--- config.mk ---
export PLATFORM = sky130hd
export DESIGN_NAME = vga_rx_monitor
export DESIGN_NICKNAME = d
export VERILOG_FILES = /design/src/rtl/vga_rx_monitor.sv
export SDC_FILE = /design/constraint.sdc
export NUM_CORES = 1
export LEC_CHECK = 0
export ABC_AREA = 1
export CAP_MARGIN = 15
export CORE_MARGIN = 5
export CORE_UTILIZATION = 45
export CTS_CLUSTER_DIAMETER = 120
export DETAILED_ROUTE_END_ITERATION = 10
export PLACE_DENSITY = 0.75
export SLEW_MARGIN = 5
export SYNTH_ARGS = -nofsm -noshare
export SYNTH_HDL_FRONTEND = slang
export SYNTH_SLANG_ARGS = --single-unit
--- constraint.sdc ---
create_clock -name clock_25M -period 1.7 [get_ports clock_25M]
set_input_delay 0.34 -clock clock_25M [delete_from_list [all_inputs] [get_ports clock_25M]]
set_output_delay 0.34 -clock clock_25M [all_outputs]
set_load 0.02 [all_outputs]
--- src/rtl/vga_rx_monitor.sv ---
// Receive-side VGA monitor: checks the stream timing, recovers pixel coordinates
// and captures the colour seen at a programmable probe pixel once per frame.
`timescale 1ns/1ps
module vga_rx_monitor #(
  parameter int H_ACTIVE    = 640,
  parameter int H_TOTAL     = 800,
  parameter int H_SYNC      = 96,
  parameter int V_ACTIVE    = 480,
  parameter int V_TOTAL     = 525,
  parameter int V_SYNC      = 2,
  parameter int LOCK_FRAMES = 2,
  parameter int TIMEOUT     = 1600
) (
  input  logic       clock_25M,
  input  logic       reset_n,
  input  logic       vga_hsync,
  input  logic       vga_vsync,
  input  logic       vga_de,
  input  logic [9:0] vga_r,
  input  logic [9:0] vga_g,
  input  logic [9:0] vga_b,
  input  logic [9:0] probe_x,
  input  logic [9:0] probe_y,
  input  logic       err_clear,
  output logic [9:0] rx_x,
  output logic [9:0] rx_y,
  output logic       rx_valid,
  output logic       frame_start,
  output logic       locked,
  output logic [3:0] err_flags,
  output logic [9:0] probe_r,
  output logic [9:0] probe_g,
  output logic [9:0] probe_b,
  output logic       probe_valid
);
  localparam int HMAX = (TIMEOUT > H_TOTAL) ? TIMEOUT : H_TOTAL;
  localparam int HCW  = $clog2(HMAX + 1);
  localparam int VCW  = $clog2(V_TOTAL + 1);
  localparam int GCW  = $clog2(LOCK_FRAMES + 1);

  localparam logic [1:0] SEARCH  = 2'd0;
  localparam logic [1:0] MEASURE = 2'd1;
  localparam logic [1:0] LOCKED  = 2'd2;

  function automatic logic [HCW-1:0] sat_h(input logic [HCW-1:0] v);
    return (&v) ? v : v + HCW'(1);
  endfunction

  function automatic logic [VCW-1:0] sat_v(input logic [VCW-1:0] v);
    return (&v) ? v : v + VCW'(1);
  endfunction

  function automatic logic [9:0] sat_c(input logic [9:0] v);
    return (&v) ? v : v + 10'd1;
  endfunction

  logic           hs_s1, hs_s2, vs_s1, vs_s2, de_s1, de_s2;
  logic [9:0]     r_s1, g_s1, b_s1, r_s2, g_s2, b_s2;
  logic [1:0]     state;
  logic [GCW-1:0] good_cnt;
  logic [HCW-1:0] since_fall, hs_low_cnt, de_cnt;
  logic [VCW-1:0] hfall_cnt, vs_low_lines, de_lines;
  logic           de_seen, primed, frame_err, armed;
  logic [9:0]     probe_xq, probe_yq;
  logic           hs_fall, hs_rise, vs_fall, de_rise, de_fall, new_de_line;
  logic           active, h_chk, timeout_hit, frame_bad, hit;
  logic [3:0]     err_set;

  // s1 -> s2 input stages; idle preset so reset release never looks like an edge
  always_ff @(posedge clock_25M or negedge reset_n) begin
    if (!reset_n) begin
      hs_s1 <= 1'b1; hs_s2 <= 1'b1;
      vs_s1 <= 1'b1; vs_s2 <= 1'b1;
      de_s1 <= 1'b0; de_s2 <= 1'b0;
      r_s1  <= '0;   g_s1  <= '0;   b_s1 <= '0;
      r_s2  <= '0;   g_s2  <= '0;   b_s2 <= '0;
    end else begin
      hs_s1 <= vga_hsync; hs_s2 <= hs_s1;
      vs_s1 <= vga_vsync; vs_s2 <= vs_s1;
      de_s1 <= vga_de;    de_s2 <= de_s1;
      r_s1  <= vga_r;     g_s1  <= vga_g;  b_s1 <= vga_b;
      r_s2  <= r_s1;      g_s2  <= g_s1;   b_s2 <= b_s1;
    end
  end

  // Edge detection and timing checks on the s1/s2 pair
  assign hs_fall     = ~hs_s1 & hs_s2;
  assign hs_rise     = hs_s1 & ~hs_s2;
  assign vs_fall     = ~vs_s1 & vs_s2;
  assign de_rise     = de_s1 & ~de_s2;
  assign de_fall     = ~de_s1 & de_s2;
  assign new_de_line = de_rise & ~de_seen;
  assign active      = (state != SEARCH);
  assign h_chk       = active & primed;
  assign timeout_hit = (since_fall >= HCW'(TIMEOUT)) & ~hs_fall;
  assign frame_bad   = frame_err | (|err_set);
  assign hit         = armed & rx_valid & (rx_x == probe_xq) & (rx_y == probe_yq);

  always_comb begin
    err_set    = '0;
    err_set[0] = h_chk & hs_fall & (since_fall != HCW'(H_TOTAL));
    err_set[1] = h_chk & hs_rise & (hs_low_cnt != HCW'(H_SYNC));
    err_set[2] = h_chk & ((de_fall & (de_cnt != HCW'(H_ACTIVE))) | (de_rise & de_seen));
    err_set[3] = active & vs_fall & ((hfall_cnt != VCW'(V_TOTAL)) |
                                     (vs_low_lines != VCW'(V_SYNC)) |
                                     (de_lines != VCW'(V_ACTIVE)));
  end

  // Run-length and per-frame counters
  always_ff @(posedge clock_25M or negedge reset_n) begin
    if (!reset_n) begin
      since_fall   <= '0;
      hs_low_cnt   <= '0;
      de_cnt       <= '0;
      de_seen      <= 1'b0;
      hfall_cnt    <= '0;
      vs_low_lines <= '0;
      de_lines     <= '0;
      frame_err    <= 1'b0;
      primed       <= 1'b0;
    end else begin
      since_fall <= hs_fall ? HCW'(1) : sat_h(since_fall);
      if (hs_fall)     hs_low_cnt <= HCW'(1);
      else if (!hs_s1) hs_low_cnt <= sat_h(hs_low_cnt);
      if (de_rise)     de_cnt <= HCW'(1);
      else if (de_s1)  de_cnt <= sat_h(de_cnt);
      if (de_rise)      de_seen <= 1'b1;
      else if (hs_fall) de_seen <= 1'b0;
      if (vs_fall) begin
        hfall_cnt    <= VCW'(hs_fall);
        vs_low_lines <= VCW'(hs_fall & ~vs_s1);
        de_lines     <= VCW'(new_de_line);
        frame_err    <= 1'b0;
      end else begin
        if (hs_fall)          hfall_cnt    <= sat_v(hfall_cnt);
        if (hs_fall & ~vs_s1) vs_low_lines <= sat_v(vs_low_lines);
        if (new_de_line)      de_lines     <= sat_v(de_lines);
        frame_err <= frame_err | (|err_set);
      end
      // The first hsync fall after SEARCH only starts the line-period measurement
      primed <= (state == SEARCH) ? 1'b0 : (primed | hs_fall);
    end
  end

  // Lock FSM
  always_ff @(posedge clock_25M or negedge reset_n) begin
    if (!reset_n) begin
      state    <= SEARCH;
      good_cnt <= '0;
      locked   <= 1'b0;
    end else begin
      locked <= (state == LOCKED);
      if (timeout_hit) begin
        state    <= SEARCH;
        good_cnt <= '0;
      end else begin
        case (state)
          SEARCH: if (vs_fall) begin
            state    <= MEASURE;
            good_cnt <= '0;
          end
          MEASURE: if (vs_fall) begin
            if (frame_bad) good_cnt <= '0;
            else if ((good_cnt + GCW'(1)) >= GCW'(LOCK_FRAMES)) begin
              state    <= LOCKED;
              good_cnt <= '0;
            end else good_cnt <= good_cnt + GCW'(1);
          end
          LOCKED: if (vs_fall && frame_bad) begin
            state    <= MEASURE;
            good_cnt <= '0;
          end
          default: state <= SEARCH;
        endcase
      end
    end
  end

  // Coordinates, error flags and probe capture
  always_ff @(posedge clock_25M or negedge reset_n) begin
    if (!reset_n) begin
      rx_x        <= '0;
      rx_y        <= '0;
      rx_valid    <= 1'b0;
      frame_start <= 1'b0;
      err_flags   <= '0;
      probe_xq    <= '0;
      probe_yq    <= '0;
      armed       <= 1'b0;
      probe_r     <= '0;
      probe_g     <= '0;
      probe_b     <= '0;
      probe_valid <= 1'b0;
    end else begin
      rx_valid    <= de_s1;
      frame_start <= vs_fall;
      if (de_rise)     rx_x <= '0;
      else if (de_s1)  rx_x <= sat_c(rx_x);
      if (vs_fall)      rx_y <= '0;
      else if (de_fall) rx_y <= sat_c(rx_y);
      // A new error event wins over a simultaneous clear
      err_flags   <= (err_clear ? 4'b0000 : err_flags) | err_set;
      probe_valid <= hit;
      if (hit) begin
        probe_r <= r_s2;
        probe_g <= g_s2;
        probe_b <= b_s2;
        armed   <= 1'b0;
      end
      if (vs_fall) begin
        probe_xq <= probe_x;
        probe_yq <= probe_y;
        armed    <= 1'b1;
      end
    end
  end
endmodule
==> results of run 1 <==
## cells in the mapped netlist (2+ instances only)
cell	instances
xor2_1	20
inv_2	4
nor2_2	2
nor4_1	6
dfstp_2	4
a221oi_1	2
o22ai_1	5
ha_1	15
o31ai_1	9
nor3_1	21
a31oi_1	7
nor3_2	3
inv_1	107
o211ai_1	4
nand2_1	265
xnor2_1	4
nand3_1	48
dfrtp_1	210
a211oi_1	3
buf_2	15
buf_1	4
clkbuf_1	9
o21ai_0	55
a21oi_1	36
nand4_1	43
o21a_1	10
nor2_1	83
nand2_2	4
## worst max-delay path: stages, from the launching register on
cell and delay [ps]:
dfrtp_1 420, ha_4 180, nand3_4 100, nor2_4 140, nand2_2 90, nor2_4 100
nand3_2 90, nand2_4 100, buf_6 110, clkinvlp_4 170, nand2_2 120, a211oi_2 60
## power groups by stage
| stage | clock, mW | combinational [mW] | sequential, mW |
|---|---|---|---|
| after floorplan | 0 | 0.762 | 5.80 |
| after global placement | 0 | 1.71 | 5.75 |
| after detailed placement | 0 | 1.75 | 5.76 |
| after CTS | 5.08 | 1.80 | 5.68 |
| after global routing | 5.26 | 2.30 | 5.75 |
| final | 4.98 | 2.10 | 5.72 |
## stage by stage
step,hold slack (ps),power [mW]
6_report,245,12.8
5_1_grt,241,13.3
4_1_cts,228,12.6
3_5_place_dp,294,7.51
3_3_place_gp,294,7.46
2_1_floorplan,44.4,6.57
## per-layer routing
layer | wire (um) | GRT usage | vias to the layer above
li1 | - | - | 3852
met1 | 9930 | 0.246 | 4007
met2 | 13000 | 0.349 | 200
met3 | 977 | 0.0232 | 77
met4 | 988 | 0.0730 | 0
met5 | 0 | 0 | -
## cell families after synthesis
family	after synthesis	synth area share
AO/OA/AOI/OAI	135	0.0856
flip-flops	214	0.583
buffers and inverters	141	0.0604
XOR/XNOR	24	0.0229
adder cells (fa/ha/maj)	15	0.0204
AND/OR/NAND/NOR	482	0.228
## how the worst max path moves through the flow
| stage | startpoint | to | slack (ps) | cells past startpoint |
|---|---|---|---|---|
| 3_5_place_dp | hs_low_cnt[0] | good_cnt[0] | -110 | 11 |
| 5_1_grt | hfall_cnt[0] | hfall_cnt[8] | -250 | 11 |
| 6_report | de_cnt[1] | de_cnt[7] | -100 | 11 |
| 2_1_floorplan | rx_x[3] | armed | 1 | 9 |
| 4_1_cts | de_cnt[1] | de_cnt[4] | -90 | 11 |
| 3_3_place_gp | de_cnt[0] | de_cnt[1] | -50 | 10 |
## cell type report
cell class                      count  area [um^2]
Multi-Input combinational cell    656         4090
Tap cell                          270          338
Clock inverter                      8         93.8
Timing Repair inverter              1         7.51
Fill cell                        1476         6750
Timing Repair Buffer              274         2420
Sequential cell                   214         5370
Inverter                          112          444
Clock buffer                       32          659
## repair_timing
| action | in CTS | in global routing |
|---|---|---|
| gates resized for setup | 141 | 205 |
| hold buffers | 1 | 0 |
| setup buffers | 20 | 20 |
| endpoints found under the setup margin | 110 | 115 |
| pin swaps | 20 | 69 |
| endpoints found under the hold margin | 37 | 0 |
| gates cloned | 1 | 1 |
==> reports/metrics.yaml, run 1 <==
routing:
  first_iter_violations: 454
  vias_per_cell: 5.19
  wl_per_cell_um: 15.9
  dr.pass1.iters: 5
  wl_mm: 24.9
  vias: 8136
  postRouteAntennaNets: 0
  drc_errors: 0
yosys:
  syn-num-nets: 1082
  yosys_warnings: 0
  synth_edf_count: 0
  ys_seq_area_frac: 0.583
  ys_async_sr_fraction: 1.00
  synth_ff_type: "dfrtp_1"
  synth_area_leaders: "dfrtp_1 57%, nand2_1 11%, inv_1 4.4%, nor2_1 3.4%, o21ai_0 3.0%"
  postSynthAreaPerCell_um2: 9.10
  ys_seq_elements: 214
  synth.largest_area_cell: "dfrtp_1"
  syn-cell-area_um2: 9200
  yosysUniqueCellTypes: 41
  synth_top_area_frac: 0.571
  synthCells: 1011
timing:
  fin_tns_setup_ps: -1060
  finalSetupViolations: 36
  relSlewSlack: 0.682
  drv_slew: 0
  post-route-period-util: 1.06
  fin_ws_ps: -103
  rsz0062_at_grt: "yes"
  hold_violations: 0
  worstMarginPinSlew_ps: 474
  period_minus_slack_ps: 1800
  final.setup_skew_ps: 14.4
  max_freq_mhz: 555
finish:
  fin_nets: 1353
  syn_to_final_growth_pct: 45.9
  diodes: 0
  instances_no_fill: 1567
  mostFrequentLayoutCell: "nand2_1"
  final_cell_mix: "218 x nand2_1, 200 x dfrtp_1, 134 x buf_4"
  fin_area_um2: 13400
  reg_top3: "de_cnt x11, hs_low_cnt x11, since_fall x11"
  layout-drive-gt1-share: 0.309
  final_util: 0.665
die:
  start_util: 0.456
  rows: 52
  die_w_um: 153
  dieArea_um2: 23400
  core_um2: 20200
  ios: 114
  die_y_um: 153
clock_tree:
  cts_tree: "done"
  clkTransAtPathRegs_ps: 60
  cts.sinks: 214
  cts_max_path_buffers: 3
  cts_root_buf: "clkbuf_16"
  cts_made_buffers: 23
  cts_max_level: 1
  insertion_delay_ps: 510
global_routing:
  overflow: 0
  grt_max_degree: 65
  grtUsageTotal: 0.196
  grt_antenna_before_repair: 0
  grt_pass1_wl_mm: 38.5
  grt_pass1_vias: 7916
setup_path:
  r2r_slack_ps: -100
  required_ps: 2070
  worstReg2RegEnd: "de_cnt[7]"
  reg2regPathDepth: 11
  cp-start-kind: "flip-flop"
  crit_type: "reg -> reg"
  r2r-start: "de_cnt[1]"
  end_kind: "flip-flop"
  critPathMaxFanout: 5
  worstPathArrival_ps: 2170
outcome:
  status: "complete, but fails checks"
  violations: "setup timing"
job:
  maxCapViolCount: 0
placed_design:
  placed_cell_area_um2: 11600
  gp_congestion: 0.894
  pre_cts_ws_ps: -110
  port_buffers: 113
  dp.final_hpwl_mm: 15.8
  dp_cells: 1488
power:
  switching_share: 0.265
  max-vdd-ir-drop_v: 0.000792
  pwr-share-seq: 0.447
  power.internal_mw: 9.40
  pwr-share-comb: 0.164
  powerDensity_nw_per_um2: 953
  p_sw_mw: 3.40
  p_leak_nw: 6.45
  clkPwrFrac: 0.389
worst_hold_path:
  worstHoldEndpoint: "vs_s1"
  min_path_cells: 1
  min_from: "vga_vsync"
  holdCritPathClass: "in -> reg"
No activity file was read; power rests on OpenSTA's default activity.
==> run 2, diff against run 1 <==
--- a/config.mk
+++ b/config.mk
@@ -12,6 +12,7 @@
 export CTS_CLUSTER_DIAMETER = 120
 export DETAILED_ROUTE_END_ITERATION = 10
 export PLACE_DENSITY = 0.75
+export SETUP_SLACK_MARGIN = 0.05
 export SLEW_MARGIN = 5
 export SYNTH_ARGS = -nofsm -noshare
 export SYNTH_HDL_FRONTEND = slang
==> run 2 against run 1 <==
  * The flow still finishes with violations (setup timing)
  * Die area did not move
  * Maximum frequency fell by 5.0%
  * Power increased by 3.6%
  * Hold slack got worse by 16 ps
  * Clock-buffer cell count grew 5
  * Combinational power rose by 10%
  * Sequential power hardly changed
  * Register-to-register slack got worse by 90 ps
==> reports/metrics.yaml, run 2 (same netlist as run 1, synthesis figures left out) <==
power:
  max-vdd-ir-drop_v: 0.000838  # +5.9%
  clkPwrFrac: 0.393  # +0.004
  pwr-share-seq: 0.432  # -0.015
  pwr-share-comb: 0.175  # +0.011
  powerDensity_nw_per_um2: 952  # -0.13%
  p_sw_mw: 3.65  # +7.4%
  power.internal_mw: 9.61  # +2.3%
  switching_share: 0.275  # +0.00962
  p_leak_nw: 6.63  # +2.7%
finish:
  mostFrequentLayoutCell: "dfrtp_1"
  reg_top3: "de_cnt x11, hs_low_cnt x11, since_fall x11"
  diodes: 0  # unchanged
  layout-drive-gt1-share: 0.348  # +0.0384
  fin_nets: 1363  # +0.74%
  fin_area_um2: 13900  # +3.8%
  syn_to_final_growth_pct: 51.4
  final_cell_mix: "200 x dfrtp_1, 187 x nand2_1, 119 x buf_4"
die:
  ios: 114  # unchanged
  core_um2: 20200  # unchanged
  die_w_um: 153  # unchanged
  start_util: 0.456  # unchanged
  die_y_um: 153  # unchanged
  rows: 52  # unchanged
  dieArea_um2: 23400  # unchanged
clock_tree:
  cts_max_path_buffers: 3  # unchanged
  cts_root_buf: "clkbuf_16"
  cts_tree: "done"
  insertion_delay_ps: 520  # about the same
  cts.sinks: 214  # unchanged
  clkTransAtPathRegs_ps: 60  # about the same
  cts_max_level: 1  # unchanged
  cts_made_buffers: 24  # +4.3%
setup_path:
  critPathBufInv: 1  # -1
  critPathMaxFanout: 6  # +1
  cpLargestDelayFamily: "simple AND/OR/NAND/NOR gates"
  worstReg2RegEnd: "hfall_cnt[8]"
  crit_chain: "ha_2, nand3_2, nor3_4, nand3_2, nor2_2, nand2_1, nand2_2, nand2_4, inv_6, o21ai_1, and2_1"
  slowest_stage: "dfrtp_1"
  critical_path.most_common_cell: "nand3_2"
  crit_type: "reg -> reg"
  end_kind: "flip-flop"
  cp-start-kind: "flip-flop"
  reg2regPathDepth: 11  # unchanged
  worstPathArrival_ps: 2290  # +120 ps
  required_ps: 2090  # +20 ps
  r2r_slack_ps: -200  # -90 ps
  cp_slowest_stage_delay_ps: 380  # -40 ps
  r2r-start: "hfall_cnt[1]"
job:
  maxCapViolCount: 0  # unchanged
routing:
  first_iter_violations: 590  # +30%
  vias: 8432  # +3.6%
  postRouteAntennaNets: 0  # unchanged
  wl_mm: 29.4  # +18%
  dr.pass1.iters: 5  # unchanged
  wl_per_cell_um: 18.6  # +18%
  vias_per_cell: 5.34  # +2.9%
  drc_errors: 0  # unchanged
timing:
  fin_ws_ps: -198  # -94.9 ps
  hold_ws_ps: 230  # -15.6 ps
  relSlewSlack: 0.729  # +0.0472
  final.setup_skew_ps: 17.4  # +3.03 ps
  finalSetupViolations: 51  # +42%
  hold_violations: 0  # unchanged
  post-route-period-util: 1.12  # +0.0558
  drv_slew: 0  # unchanged
  period_minus_slack_ps: 1900  # +94.9 ps
  worstMarginPinSlew_ps: 403  # -70.3 ps
  max_freq_mhz: 527  # -5.0%
  rsz0062_at_grt: "yes"
placed_design:
  port_buffers: 113  # unchanged
  placed_cell_area_um2: 11400  # -1.6%
  dp.final_hpwl_mm: 16.1  # +2.1%
  gp_congestion: 0.890  # -0.44%
global_routing:
  grt_max_degree: 50  # -23%
  grt_pass1_vias: 8347  # +5.4%
  grt_antenna_before_repair: 1  # +1
  grtUsageTotal: 0.222  # +0.0263
  overflow: 0  # unchanged
  grt_pass1_wl_mm: 42.8  # +11%
worst_hold_path:
  holdCritPathClass: "in -> reg"
  worstHoldEndpoint: "hs_s1"
  min_path_cells: 1  # unchanged
  min_from: "vga_hsync"
outcome:
  violations: "setup timing"
  status: "complete, but fails checks"
## run 2: cell types whose count changed in the layout (fill, tap and decap cells not counted), moves of 7 or more
cell	delta
inv_2	+9
buf_6	+12
inv_1	-9
nand3_2	+7
dlygate4sd2_1	-9
buf_2	+7
nand2_1	-31
buf_4	-15
nand2_4	+18
nand2_2	+13
## run 2: area by class of cell
class	instances	area, um^2
fillers	1378	6240
clock inverters	6	72.6
repair inverters	1	7.51
flip-flops and latches	214	5370
multi-input cells	656	4250
clock buffers	37	729
repair buffers	283	2710
inverters	112	448
well taps	270	338
## run 2: what timing repair did
action / CTS / global route
resized for setup: 218 / 231
setup buffers: 35 / 33
setup endpoints to repair: 131 / 120
endpoints found under the hold margin: 31 / 0
gates cloned: 8 / 2
pin swaps: 74 / 114
hold buffers: 1 / 0
## run 2: worst max-delay path by stage
stage / startpoint / end / slack [ps] / cells after the start
2_1_floorplan: rx_x[3] / probe_b[2] / 9 / 9
3_5_place_dp: rx_x[0] / rx_x[8] / -60 / 9
6_report: hfall_cnt[1] / hfall_cnt[8] / -200 / 11
4_1_cts: rx_x[8] / probe_r[0] / -60 / 9
5_1_grt: rx_y[4] / probe_b[6] / -280 / 9
3_3_place_gp: rx_x[0] / rx_x[8] / -30 / 9
## run 2: through the flow
step / TNS [ps] / power [mW] / util / instances / setup WS [ps]
3_5_place_dp: -492 / 7.47 / 0.565 / 1461 / -64.4
3_3_place_gp: -59.5 / 7.43 / 0.565 / 1461 / -34.2
2_1_floorplan: 0 / 6.58 / - / 1011 / 8.71
5_1_grt: -13550 / 13.8 / 0.691 / 1579 / -283
6_report: -6470 / 13.3 / 0.691 / 1579 / -198
4_1_cts: -1210 / 12.9 / 0.641 / 1548 / -55.8
## run 2: power groups by stage
stage | clock (mW) | combinational, mW | sequential, mW
6_report | 5.21 | 2.32 | 5.73
4_1_cts | 5.25 | 1.92 | 5.70
2_1_floorplan | 0 | 0.767 | 5.81
5_1_grt | 5.52 | 2.52 | 5.76
3_5_place_dp | 0 | 1.71 | 5.76
3_3_place_gp | 0 | 1.68 | 5.75
## run 2: layer usage
layer,track usage,share of wire
met5,0,0.00037
met2,0.377,0.51
met4,0.0619,0.025
met1,0.291,0.40
met3,0.0464,0.065
